[config.mk]
export PLATFORM = sky130hd
export DESIGN_NAME = pipe_run_ctrl
export DESIGN_NICKNAME = d
export VERILOG_FILES = /design/src/rtl/pipe_run_ctrl_pkg.sv /design/src/rtl/pipe_run_ctrl_sync_edge.sv /design/src/rtl/pipe_run_ctrl.sv
export SDC_FILE = /design/constraint.sdc
export NUM_CORES = 1
export LEC_CHECK = 0
export ABC_AREA = 0
export CAP_MARGIN = 25
export CORE_ASPECT_RATIO = 1.1
export CORE_MARGIN = 2
export CORE_UTILIZATION = 52
export DETAILED_ROUTE_END_ITERATION = 8
export DONT_BUFFER_PORTS = 1
export PLACE_DENSITY = 0.71
export SETUP_SLACK_MARGIN = 0.02
export SLEW_MARGIN = 0
export SYNTH_ARGS = -nofsm -noshare
export SYNTH_HDL_FRONTEND = slang
export SYNTH_SLANG_ARGS = --single-unit
export TNS_END_PERCENT = 20
[constraint.sdc]
create_clock -name clock -period 2.69 [get_ports clock]
set_input_delay 0.1345 -clock clock [delete_from_list [all_inputs] [get_ports clock]]
set_output_delay 0.1345 -clock clock [all_outputs]
set_load 0.005 [all_outputs]
[src/rtl/pipe_run_ctrl_pkg.sv]
// -----------------------------------------------------------------------------
// pipe_run_ctrl_pkg
//
// Purpose : shared CPU package holding the run-control state encodings.
//           The datapath and debug tooling decode the 2-bit `state` output
//           of pipe_run_ctrl using these constants.
//
// Contents: ST_RUN  (0) - pipeline free-running
//           ST_HALT (1) - pipeline frozen, waiting for a step or debug_en=0
//           ST_STEP (2) - pipeline running a fixed-length step burst
//           ST_BRK  (3) - pipeline frozen on a breakpoint fetch address
// -----------------------------------------------------------------------------
package pipe_run_ctrl_pkg;

    localparam logic [1:0] ST_RUN  = 2'd0;
    localparam logic [1:0] ST_HALT = 2'd1;
    localparam logic [1:0] ST_STEP = 2'd2;
    localparam logic [1:0] ST_BRK  = 2'd3;

endpackage : pipe_run_ctrl_pkg

[src/rtl/pipe_run_ctrl_sync_edge.sv]
// -----------------------------------------------------------------------------
// sync_edge
//
// Purpose : brings an asynchronous, already-debounced level into the clock
//           domain through a flop chain and flags its rising edge.
//
// Ports   : clock - sole clock, rising edge
//           reset - synchronous active-high reset, clears every flop
//           d     - asynchronous input level
//           q     - synchronized level (last synchronizer stage)
//           rise  - 1 for exactly one cycle when q goes 0 -> 1
//
// Timing  : a 1 on d first sampled at edge n appears on q after edge
//           n+SYNC_STAGES-1, so rise is seen by logic clocked at edge
//           n+SYNC_STAGES.
// -----------------------------------------------------------------------------
module sync_edge #(
    parameter int SYNC_STAGES = 2
) (
    input  logic clock,
    input  logic reset,
    input  logic d,
    output logic q,
    output logic rise
);

    // Fewer than two stages gives no metastability settling time.
    localparam int STAGES = (SYNC_STAGES < 2) ? 2 : SYNC_STAGES;

    logic [STAGES-1:0] sync_q;
    logic              prev_q;

    // NOTE: sequential state uses non-blocking assignments so every flop
    // samples the pre-edge value of its neighbour; blocking assignments here
    // would collapse the chain into a single flop.
    always_ff @(posedge clock) begin
        if (reset) begin
            sync_q <= '0;
            prev_q <= 1'b0;
        end else begin
            sync_q <= {sync_q[STAGES-2:0], d};
            prev_q <= sync_q[STAGES-1];
        end
    end

    assign q    = sync_q[STAGES-1];
    assign rise = sync_q[STAGES-1] & ~prev_q;

endmodule : sync_edge

[src/rtl/pipe_run_ctrl.sv]
// -----------------------------------------------------------------------------
// pipe_run_ctrl
//
// Purpose : run / halt / single-step / breakpoint controller for a 5-stage
//           pipeline. It produces one clock enable that gates every
//           architectural update in the pipeline (PC, stage registers,
//           register-file and data-memory writes).
//
// Ports   : clock        - sole clock, rising edge
//           reset        - synchronous active-high reset
//           debug_en     - 1 = halt/step mode, 0 = free run
//           debug_step   - asynchronous debounced step button
//           bp_en        - breakpoint enable
//           bp_pc        - breakpoint fetch address
//           if_pc        - current fetch PC from the pipeline
//           burst_len    - pipeline cycles per step request (0 acts as 1)
//           pipe_ce      - pipeline clock enable
//           halted       - 1 in HALT or BRK
//           bp_hit       - 1 in BRK
//           state        - current state encoding (see pipe_run_ctrl_pkg)
//           cycle_count  - number of cycles with pipe_ce=1 since reset
// -----------------------------------------------------------------------------
module pipe_run_ctrl
    import pipe_run_ctrl_pkg::*;
#(
    parameter int SYNC_STAGES = 2,
    parameter int CNT_W       = 32
) (
    input  logic             clock,
    input  logic             reset,
    input  logic             debug_en,
    input  logic             debug_step,
    input  logic             bp_en,
    input  logic [31:0]      bp_pc,
    input  logic [31:0]      if_pc,
    input  logic [7:0]       burst_len,
    output logic             pipe_ce,
    output logic             halted,
    output logic             bp_hit,
    output logic [1:0]       state,
    output logic [CNT_W-1:0] cycle_count
);

    logic [1:0]       state_q,       state_d;
    logic [7:0]       burst_q,       burst_d;
    logic [CNT_W-1:0] cycle_count_q, cycle_count_d;

    logic       bp_match;
    logic       step_level;
    logic       step_rise;
    logic       step_edge;
    logic [7:0] burst_load;

    // -------------------------------------------------------------------------
    // Step button synchronizer and edge detector
    // -------------------------------------------------------------------------
    sync_edge #(
        .SYNC_STAGES (SYNC_STAGES)
    ) u_step_sync (
        .clock (clock),
        .reset (reset),
        .d     (debug_step),
        .q     (step_level),
        .rise  (step_rise)
    );

    // A rise is only honoured while the synchronized level is high.
    assign step_edge = step_rise & step_level;

    // -------------------------------------------------------------------------
    // Breakpoint compare: full 32-bit match on the address being fetched.
    // It stays combinational so the instruction at bp_pc is frozen in IF in
    // the very cycle it is presented.
    // -------------------------------------------------------------------------
    assign bp_match = bp_en & (if_pc == bp_pc);

    // A zero-length burst still advances the pipeline by one cycle.
    assign burst_load = (burst_len == 8'd0) ? 8'd1 : burst_len;

    // -------------------------------------------------------------------------
    // Pipeline enable. Forced low while reset is asserted so an aborted burst
    // cannot leak one more pulse into the reset cycle.
    // -------------------------------------------------------------------------
    always_comb begin
        pipe_ce = 1'b0;
        if (!reset) begin
            unique case (state_q)
                ST_STEP: pipe_ce = 1'b1;
                ST_RUN:  pipe_ce = ~bp_match & ~debug_en;
                default: pipe_ce = 1'b0;
            endcase
        end
    end

    // -------------------------------------------------------------------------
    // Next-state logic
    // -------------------------------------------------------------------------
    // NOTE: every variable assigned in this block gets a default on entry, so
    // paths that do not mention it hold the register value instead of
    // inferring a latch.
    always_comb begin
        state_d = state_q;
        burst_d = burst_q;

        unique case (state_q)
            ST_RUN: begin
                // Entering debug mode wins over a simultaneous breakpoint.
                if (debug_en) begin
                    state_d = ST_HALT;
                end else if (bp_match) begin
                    state_d = ST_BRK;
                end
            end

            ST_HALT: begin
                // Leaving debug mode wins over a simultaneous step request.
                if (!debug_en) begin
                    state_d = ST_RUN;
                end else if (step_edge) begin
                    state_d = ST_STEP;
                    burst_d = burst_load;
                end
            end

            ST_STEP: begin
                // bp_match, debug_en and step_edge are ignored mid-burst; a
                // stray zero count still terminates instead of wrapping.
                if (burst_q <= 8'd1) begin
                    state_d = debug_en ? ST_HALT : ST_RUN;
                    burst_d = 8'd0;
                end else begin
                    burst_d = burst_q - 8'd1;
                end
            end

            ST_BRK: begin
                // A step moves the pipeline off the breakpoint address even
                // though bp_match is still true.
                if (step_edge) begin
                    state_d = ST_STEP;
                    burst_d = burst_load;
                end else if (!bp_en) begin
                    state_d = debug_en ? ST_HALT : ST_RUN;
                end
            end

            default: begin
                state_d = ST_HALT;
            end
        endcase
    end

    // Free-running count of enabled cycles, wrapping naturally at all-ones.
    assign cycle_count_d = pipe_ce ? (cycle_count_q + CNT_W'(1)) : cycle_count_q;

    // -------------------------------------------------------------------------
    // State registers
    // -------------------------------------------------------------------------
    always_ff @(posedge clock) begin
        if (reset) begin
            state_q       <= ST_HALT;
            burst_q       <= 8'd0;
            cycle_count_q <= '0;
        end else begin
            state_q       <= state_d;
            burst_q       <= burst_d;
            cycle_count_q <= cycle_count_d;
        end
    end

    // -------------------------------------------------------------------------
    // Outputs
    // -------------------------------------------------------------------------
    assign state       = state_q;
    assign halted      = (state_q == ST_HALT) | (state_q == ST_BRK);
    assign bp_hit      = (state_q == ST_BRK);
    assign cycle_count = cycle_count_q;

endmodule : pipe_run_ctrl
* After elaboration in Yosys (flattened, before gate mapping)
Cells that the tools add are included.
** Cells by class
- Eq/ne operators :: 9
- Add/subtract/negate cells :: 2
- Reductions and logical operators :: 5
- Muxes and demuxes :: 16
- Bitwise operators :: 8
- Magnitude comparators :: 1
** Operators with widths (number)
- adder 32 x 1 -> 32 bit (second input constant) :: 1
- equality test 32 bit :: 1
- 2-to-1 mux 8 bit :: 4
- case mux 8 bit (3 select lines) :: 1
- 2-to-1 mux 2 bit :: 7
- less-or-equal comparator 8 x 1 -> 1 bit (second input constant) :: 1
- logical NOT 8 bit :: 1
- case mux 2 bit (4 select lines) :: 1
- subtractor 8 x 1 -> 8 bit (second input constant) :: 1
- != test 3 bit (second input constant) :: 2
- bitwise AND 1 bit :: 4
- equality test 2 bit (second input constant) :: 2
- != test 2 bit (second input constant) :: 2
- AND reduction 4 bit :: 1
- != test 3 x 2 -> 1 bit (second input constant) :: 1
- inverter 1 bit :: 3
- nonzero test 3 bit :: 1
- equality test 2 x 1 -> 1 bit (second input constant) :: 1
- logical NOT 2 bit :: 1
- 2-to-1 mux 1 bit :: 2
- case mux 1 bit (2 select lines) :: 1
- AND reduction 2 bit :: 1
- OR 1 bit :: 1
** Word-level totals
- Input port bits :: 77
- Logic and storage cells :: 46
- Register bits :: 45
- Output and inout bits :: 37

* Logic depth before layout (Yosys ltp)
Gate-level depths: netlist of run 1.
- Word-level depth :: 6
- Depth in mapped cells :: 8
- Mapped depth without buffers :: 8

* Modules after synthesis
A second synthesis of run 1 with hierarchy kept.
** Second synthesis, totals
- Cell total of the unflattened synthesis :: 359
- Area, all modules :: 2999.1 µm²
** By module, submodules not included
- pipe_run_ctrl :: area each 2911.5 µm², seq. area each 840.8 µm², times used 1, cells an instance 352
- sync_edge :: area each 87.6 µm², seq. area each 60.1 µm², times used 1, cells an instance 7

* Worst setup path before layout of run 1
Ideal clock, no wire load.
- Path kind :: register to register
- Start :: reg cycle_count_q[2] (netlist: cycle_count[2])
- End :: reg cycle_count_q[23] (netlist: cycle_count[23])
- Setup time :: 0.070 ns
- Data arrival time :: 2.171 ns
- Data required time :: 2.620 ns
- Stages on the path, launching flop included :: 8
- Clock period less this slack :: 2.242 ns
- Slack :: 0.448 ns
- Path buffers :: 1
- Path through :: dfxtp_1 and4_1 buf_4 nand4_4 or2_1 or4_1 or4_1 a21oi_1
** Between the ends
- Longest elaborated chain between the ends :: 1
** RTL lines
- start: declaration :: RTL line pipe_run_ctrl.sv:46 : logic [CNT_W-1:0] cycle_count_q, cycle_count_d;
- start signal: assignment :: RTL line pipe_run_ctrl.sv:167 : cycle_count_q <= cycle_count_d;
- adder 32 x 1 -> 32 bit :: RTL line pipe_run_ctrl.sv:154 : assign cycle_count_d = pipe_ce ? (cycle_count_q + CNT_W'(1)) : cycle_count_q;
Every way passes these cells.
A chain may end at the register's enable or synchronous reset.

* Worst setup path after layout of run 1
- Start :: reg cycle_count_q[12] (netlist: cycle_count[12])
- End :: reg cycle_count_q[28] (netlist: cycle_count[28])
The elaborated chain is that of the path after synthesis.

==> metrics.txt, run 1 <==
status=complete, no violations; Netlist cell types=48; IO Pins=114; Critical Path Start=cycle_count[12]$_SDFFE_PP0P_; relative slew slack=47.3%; Pleak=0.943 nW; Detail Route Antenna Nets=0; Placement Setup Slack=0.335 ns; DR vias=2838; worst hold path type=in -> reg; drt wl/cell=16.6 µm; setup TNS=0 ns; crit share post-route=89.2%; critical path class=reg -> reg; CTS clk-pin slew, worst paths=0.09 ns; type of origin of the critical path=flop; Worst R2R Path Depth=6; grt total ovfl=0; Critical Path RT=2.93 ns; # DRC=0; flop and latch count out of synthesis=45; CTS H-tree lvls=2; worst flop-to-flop path endpoint=cycle_count[28]$_SDFFE_PP0P_; Net Count, Synth=453; gpl congestion=0.849; final setup vio count=0; Root Driver=clkbuf_8; R2R Setup Slk=0.29 ns; async set or reset register ratio after synthesis=0%; first-pass GRT wire length=12.0 mm; RSZ-0062 raised after global routing=false; commonest non-fill, non-tap cell in the layout=dfxtp_1; Routed WL=7.40 mm; largest net degree at the start of global routing=62; CTS tree=yes; Worst Tran Pin Value=0.783 ns; Vias per Instance=6.38; Die Height=83.2 µm; clk buf depth=2; CP Capture Type=flop; HPWL Detailed=5.39 mm; DIE AREA=0.00633 mm²; Nets=449; Seq/Total Area, Yosys=30.4%; Initial DRC Count=177; later-pin clock latency in the skew report=0.30 ns; antenna violations before repair=0; # diodes=0; Gate Count Post-Synth=373; clock skew=0.00845 ns; Initial Util=54.6%; Num CTS Buffers=5; final hold vios=0; Synth Area per Inst=7.95 µm²; clk sinks=45; commonest cells after routing, fill and taps aside=45 x dfxtp_1, 34 x a21oi_1, 26 x or4_1; area added between synthesis and finish=6.66%; Final Slew Violations=0; die outline width=76.0 µm; power per cell area=467 mW/mm²; number of flops mapped to enable cells by yosys=0; Tot GR Track Use=22.5%; CP Capture Point=cycle_count[28]$_SDFFE_PP0P_; vias in the first global route=2499; fraction of layout instances using a drive strength above 1=7.30%; row count=28; worst reg2reg startpoint=cycle_count[12]$_SDFFE_PP0P_; Pre-antenna DRT Iters=5; number of I/O port buffers=0; Syn Std Cell Area=0.00297 mm²; Worst EP arrival=2.63 ns; Max Freq=417 MHz; crit path max fanout=7; yosys warns=0; Worst Setup Slack, final=0.290 ns; prevailing post-synth register cell=dfxtp_1; Core Region=0.00543 mm²; Final min period=2.40 ns; maximum vdd ir drop=0.000427 V; max-cap viol count=0
[timing repair]
action	CTS	global route
buffers inserted	0	0
resized for setup	0	0
hold endpoints to repair	39	0
hold buffers	3	0
[logic make-up (layout without fill, tap and decap cells)]
family / Yosys count / after routing / share of synthesized area [%]
simple gates: 167 / 167 / 33.9
flops: 45 / 45 / 30.4
buf+inv: 30 / 27 / 4.09
compound gates: 93 / 93 / 19.8
fa+ha+maj: 3 / 3 / 1.27
mux: 3 / 3 / 1.14
xor+xnor: 32 / 32 / 9.45
[sequential cells by signal, summed over array words and instances, names as in the netlist]
| signal | count |
|---|---|
| u_step_sync.sync_q | 2 |
| u_step_sync.prev_q | 1 |
| state | 2 |
| cycle_count | 32 |
| burst_q | 8 |
[through the flow]
stage          std cells  hold WS (ns)  total power, mW  utilization [%]  instance area (µm²)
2_1_floorplan        373         0.263             1.00                -                 2970
3_3_place_gp         434         0.208             1.06             56.0                 3040
3_5_place_dp         434         0.210             1.07             56.0                 3040
4_1_cts              445       0.00922             1.49             58.3                 3160
5_1_grt              445       0.00369             1.57             58.3                 3160
6_report             445        0.0151             1.48             58.3                 3160
[worst min-delay path by stage]
stage / start / to / slack, ns / cells after the start
3_5_place_dp: reset / cycle_count[6]$_SDFFE_PP0P_ / 0.21 / 1
6_report: reset / cycle_count[11]$_SDFFE_PP0P_ / 0.02 / 2
2_1_floorplan: debug_step / u_step_sync.sync_q[0]$_SDFF_PP0_ / 0.26 / 1
4_1_cts: reset / cycle_count[1]$_SDFFE_PP0P_ / 0.009 / 1
5_1_grt: reset / cycle_count[11]$_SDFFE_PP0P_ / 0.004 / 2
3_3_place_gp: reset / cycle_count[31]$_SDFFE_PP0P_ / 0.21 / 1
[cell usage after synthesis, types with 4 or more instances]
cell type | instances | area share (%)
nor2_1 | 19 | 2.4
xnor2_1 | 22 | 6.5
nand4_1 | 18 | 3.8
dfxtp_1 | 45 | 30
a22oi_1 | 4 | 1.0
or4_1 | 26 | 6.6
inv_1 | 8 | 1.0
nor3_1 | 8 | 1.3
nand2b_1 | 4 | 0.84
o21ai_0 | 17 | 2.9
buf_2 | 4 | 0.67
nand2_1 | 23 | 2.9
clkbuf_1 | 17 | 2.2
o211ai_1 | 5 | 1.3
o31ai_1 | 21 | 5.3
and2_1 | 5 | 1.1
or3_1 | 11 | 2.3
xor2_1 | 10 | 3.0
nor2b_1 | 10 | 2.1
and3_1 | 4 | 0.84
nor4_1 | 9 | 1.9
a21oi_1 | 34 | 5.7
nand3_1 | 14 | 2.4
[layer usage]
metal  track usage [%]  up-vias  wire length [µm]
li1                  -     1413                 -
met1              28.0     1315              3040
met2              39.2       99              3730
met3              5.54       11               510
met4              4.96        0               127
met5                 0        -                 0
[power by group]
group          switching [mW]  internal, mW  leakage, nW
Sequential             0.0396         0.694        0.364
Clock                   0.228         0.180       0.0450
Combinational           0.189         0.146        0.533
[worst max-delay path, cell delays in order (launching register included)]
cell,delay [ns]
dfxtp_1,0.48
nand4_1,0.21
or3_1,0.48
nor4_2,0.45
nand4_1,0.17
or4_1,0.42
a21oi_1,0.14
[cell type report]
type,instances,area [µm²]
fill,526,2270
tap,75,93.8
sequential,45,901
clock buffer,6,72.6
inverter,8,30.0
multi-input combinational,298,1940
timing repair buffer,11,113
clock inverter,2,10.0
(Power assumes the default switching activity.)
==> run 2: changes to the inputs <==
Settings changed: GPL_TIMING_DRIVEN set to 0, SYNTH_HIERARCHICAL set to 1.
==> run 2 against run 1 <==
  * Design area increased by 2.3%
  * Core utilization decreased by 1.1 points
  * Critical path depth unchanged
  * Count of clock-buffer cells in the layout decreased by 1
  * Clock power decreased by 4%
  * Synthesized cell count decreased by 3.8%
  * Die area increased by 1.0%
  * Global-route usage increased by 0.069 points
  * Critical path type unchanged
  * Critical endpoint is now cycle_count[31]$_SDFFE_PP0P_
  * Largest cell class unchanged
==> metrics.txt, run 2 <==
status=complete, no violations; dominant cell by count in the synthesized netlist=dfxtp_1; crit path max fanout=7; HPWL Detailed=5.47 mm; Netlist cell types=55; fraction of layout instances using a drive strength above 1=12.5%; grt total ovfl=0; CP Capture Type=flop; Gate Count Post-Synth=359; clk sinks=45; CTS H-tree lvls=2; later-pin clock latency in the skew report=0.29 ns; maximum vdd ir drop=0.000261 V; Num CTS Buffers=5; CTS tree=yes; Tot GR Track Use=22.5%; Die Height=83.7 µm; relative slew slack=65.0%; final hold vios=0; DR vias=2728; type of origin of the critical path=flop; Synth Area per Inst=8.35 µm²; flop and latch count out of synthesis=45; Worst Setup Slack, final=0.110 ns; Core Region=0.00566 mm²; Worst Tran Pin Value=0.525 ns; IO Pins=114; max reg flops=32; first-pass GRT wire length=12.0 mm; largest net degree at the start of global routing=13; largest area contributor in the netlist=dfxtp_1; worst hold path type=in -> reg; power per cell area=459 mW/mm²; async set or reset register ratio after synthesis=0%; # DRC=0; commonest non-fill, non-tap cell in the layout=dfxtp_1; Root Driver=clkbuf_8; prevailing post-synth register cell=dfxtp_1; Worst EP arrival=2.77 ns; clock skew=0.00619 ns; Max Freq=388 MHz; Net Count, Synth=439; Final min period=2.58 ns; RSZ-0062 raised after global routing=false; number of flops mapped to enable cells by yosys=0; Pre-antenna DRT Iters=4; clk buf depth=2; vias in the first global route=2556; max-cap viol count=0; row count=29; antenna violations before repair=0; crit share post-route=95.9%; number of I/O port buffers=0; drt wl/cell=16.3 µm; die outline width=76.4 µm; # diodes=0; critical path class=reg -> reg; Final Slew Violations=0; Placement Setup Slack=-0.00451 ns; Syn Std Cell Area=0.00300 mm²; share of the synthesized area in the top cell type=30.0%; Initial DRC Count=144; Initial Util=53.0%; Seq/Total Area, Yosys=30.0%; Detail Route Antenna Nets=0; Routed WL=7.25 mm; CTS clk-pin slew, worst paths=0.08 ns; final setup vio count=0; commonest cells after routing, fill and taps aside=43 x dfxtp_1, 31 x nor2_1, 20 x nand2_1; Pleak=1.02 nW; Critical Path RT=2.88 ns; Fin Hold WS=0.00372 ns; Vias per Instance=6.14; synth cell count leaders=45 x dfxtp_1, 31 x nor2_1, 20 x nand2_1, 18 x a21oi_1, 18 x nor2b_1; Nets=448; yosys warns=6; area added between synthesis and finish=7.88%; gpl congestion=0.862; Synth area leaders=dfxtp_1 30%, xnor2_1 4.7%, xor2_1 4.7%, nor2_1 3.9%, nor2b_1 3.8%; setup TNS=0 ns; DIE AREA=0.00639 mm²; number of fillers in the final layout=549
[run 2: kinds of logic (layout without fill, tap and decap cells)]
| kind of cell | after synthesis | in the layout | synth area share, % |
|---|---|---|---|
| simple gates | 163 | 163 | 32.3 |
| xor+xnor | 32 | 32 | 9.34 |
| fa+ha+maj | 3 | 3 | 1.25 |
| compound gates | 74 | 74 | 16.4 |
| mux | 16 | 16 | 6.84 |
| flops | 45 | 45 | 30.0 |
| buf+inv | 26 | 34 | 3.80 |
[run 2: timing repair]
item                                   in CTS  in global routing
gates resized for setup                     3                  7
endpoints found under the hold margin       3                  0
pin swaps                                   0                  2
setup endpoints to repair                   1                 10
hold buffers                                2                  0
setup buffers                               0                  1
[run 2: stage by stage]
step,power (mW),util (%),instance area [µm²],cells
detailed placement,1.10,54.7,3100,436
global route,1.57,57.2,3240,444
floorplan,1.03,-,3000,359
CTS,1.49,56.6,3210,444
finish,1.48,57.2,3240,444
global placement,1.09,54.7,3100,436
[run 2: final timing paths]
path / from / to / slack (ns) / cells past startpoint
setup reg to reg: cycle_count[6]$_SDFFE_PP0P_ / cycle_count[31]$_SDFFE_PP0P_ / 0.11 / 6
setup / recovery: cycle_count[6]$_SDFFE_PP0P_ / cycle_count[31]$_SDFFE_PP0P_ / 0.11 / 6
hold / removal: reset / cycle_count[18]$_SDFFE_PP0P_ / 0.004 / 2
hold reg to reg: u_step_sync/sync_q[0]$_SDFF_PP0_ / u_step_sync/sync_q[1]$_SDFF_PP0_ / 0.44 / 1
[run 2: where the power goes]
| part | total, mW | internal [mW] | switching, mW |
|---|---|---|---|
| clock network | 0.391 | 0.171 | 0.219 |
| registers | 0.745 | 0.698 | 0.0470 |
| logic | 0.349 | 0.152 | 0.196 |
[run 2: metal layers]
| metal | vias to the layer above | global-route usage, % | wire length [µm] |
|---|---|---|---|
| met5 | - | 0 | 0 |
| met1 | 1287 | 28.5 | 3220 |
| li1 | 1346 | - | - |
| met2 | 87 | 38.1 | 3510 |
| met3 | 8 | 6.71 | 456 |
| met4 | 0 | 4.63 | 65 |
[run 2: critical path: stages (launching register included)]
cell      delay [ns]
dfxtp_1         0.43
nand4_1         0.19
or4_4           0.65
nor4_4          0.44
a21oi_4         0.16
a211oi_2        0.25
mux2_2          0.35
[run 2: area by class of cell]
cell class	count	area (µm²)	share of cell area, %
Clock inverter	1	5.00	0.155
Sequential cell	45	903	27.9
Clock buffer	5	68.8	2.13
Tap cell	77	96.3	2.98
Inverter	6	22.5	0.696
Buffer	19	87.6	2.71
Timing Repair Buffer	3	27.5	0.851
Multi-Input combinational cell	288	2020	62.6
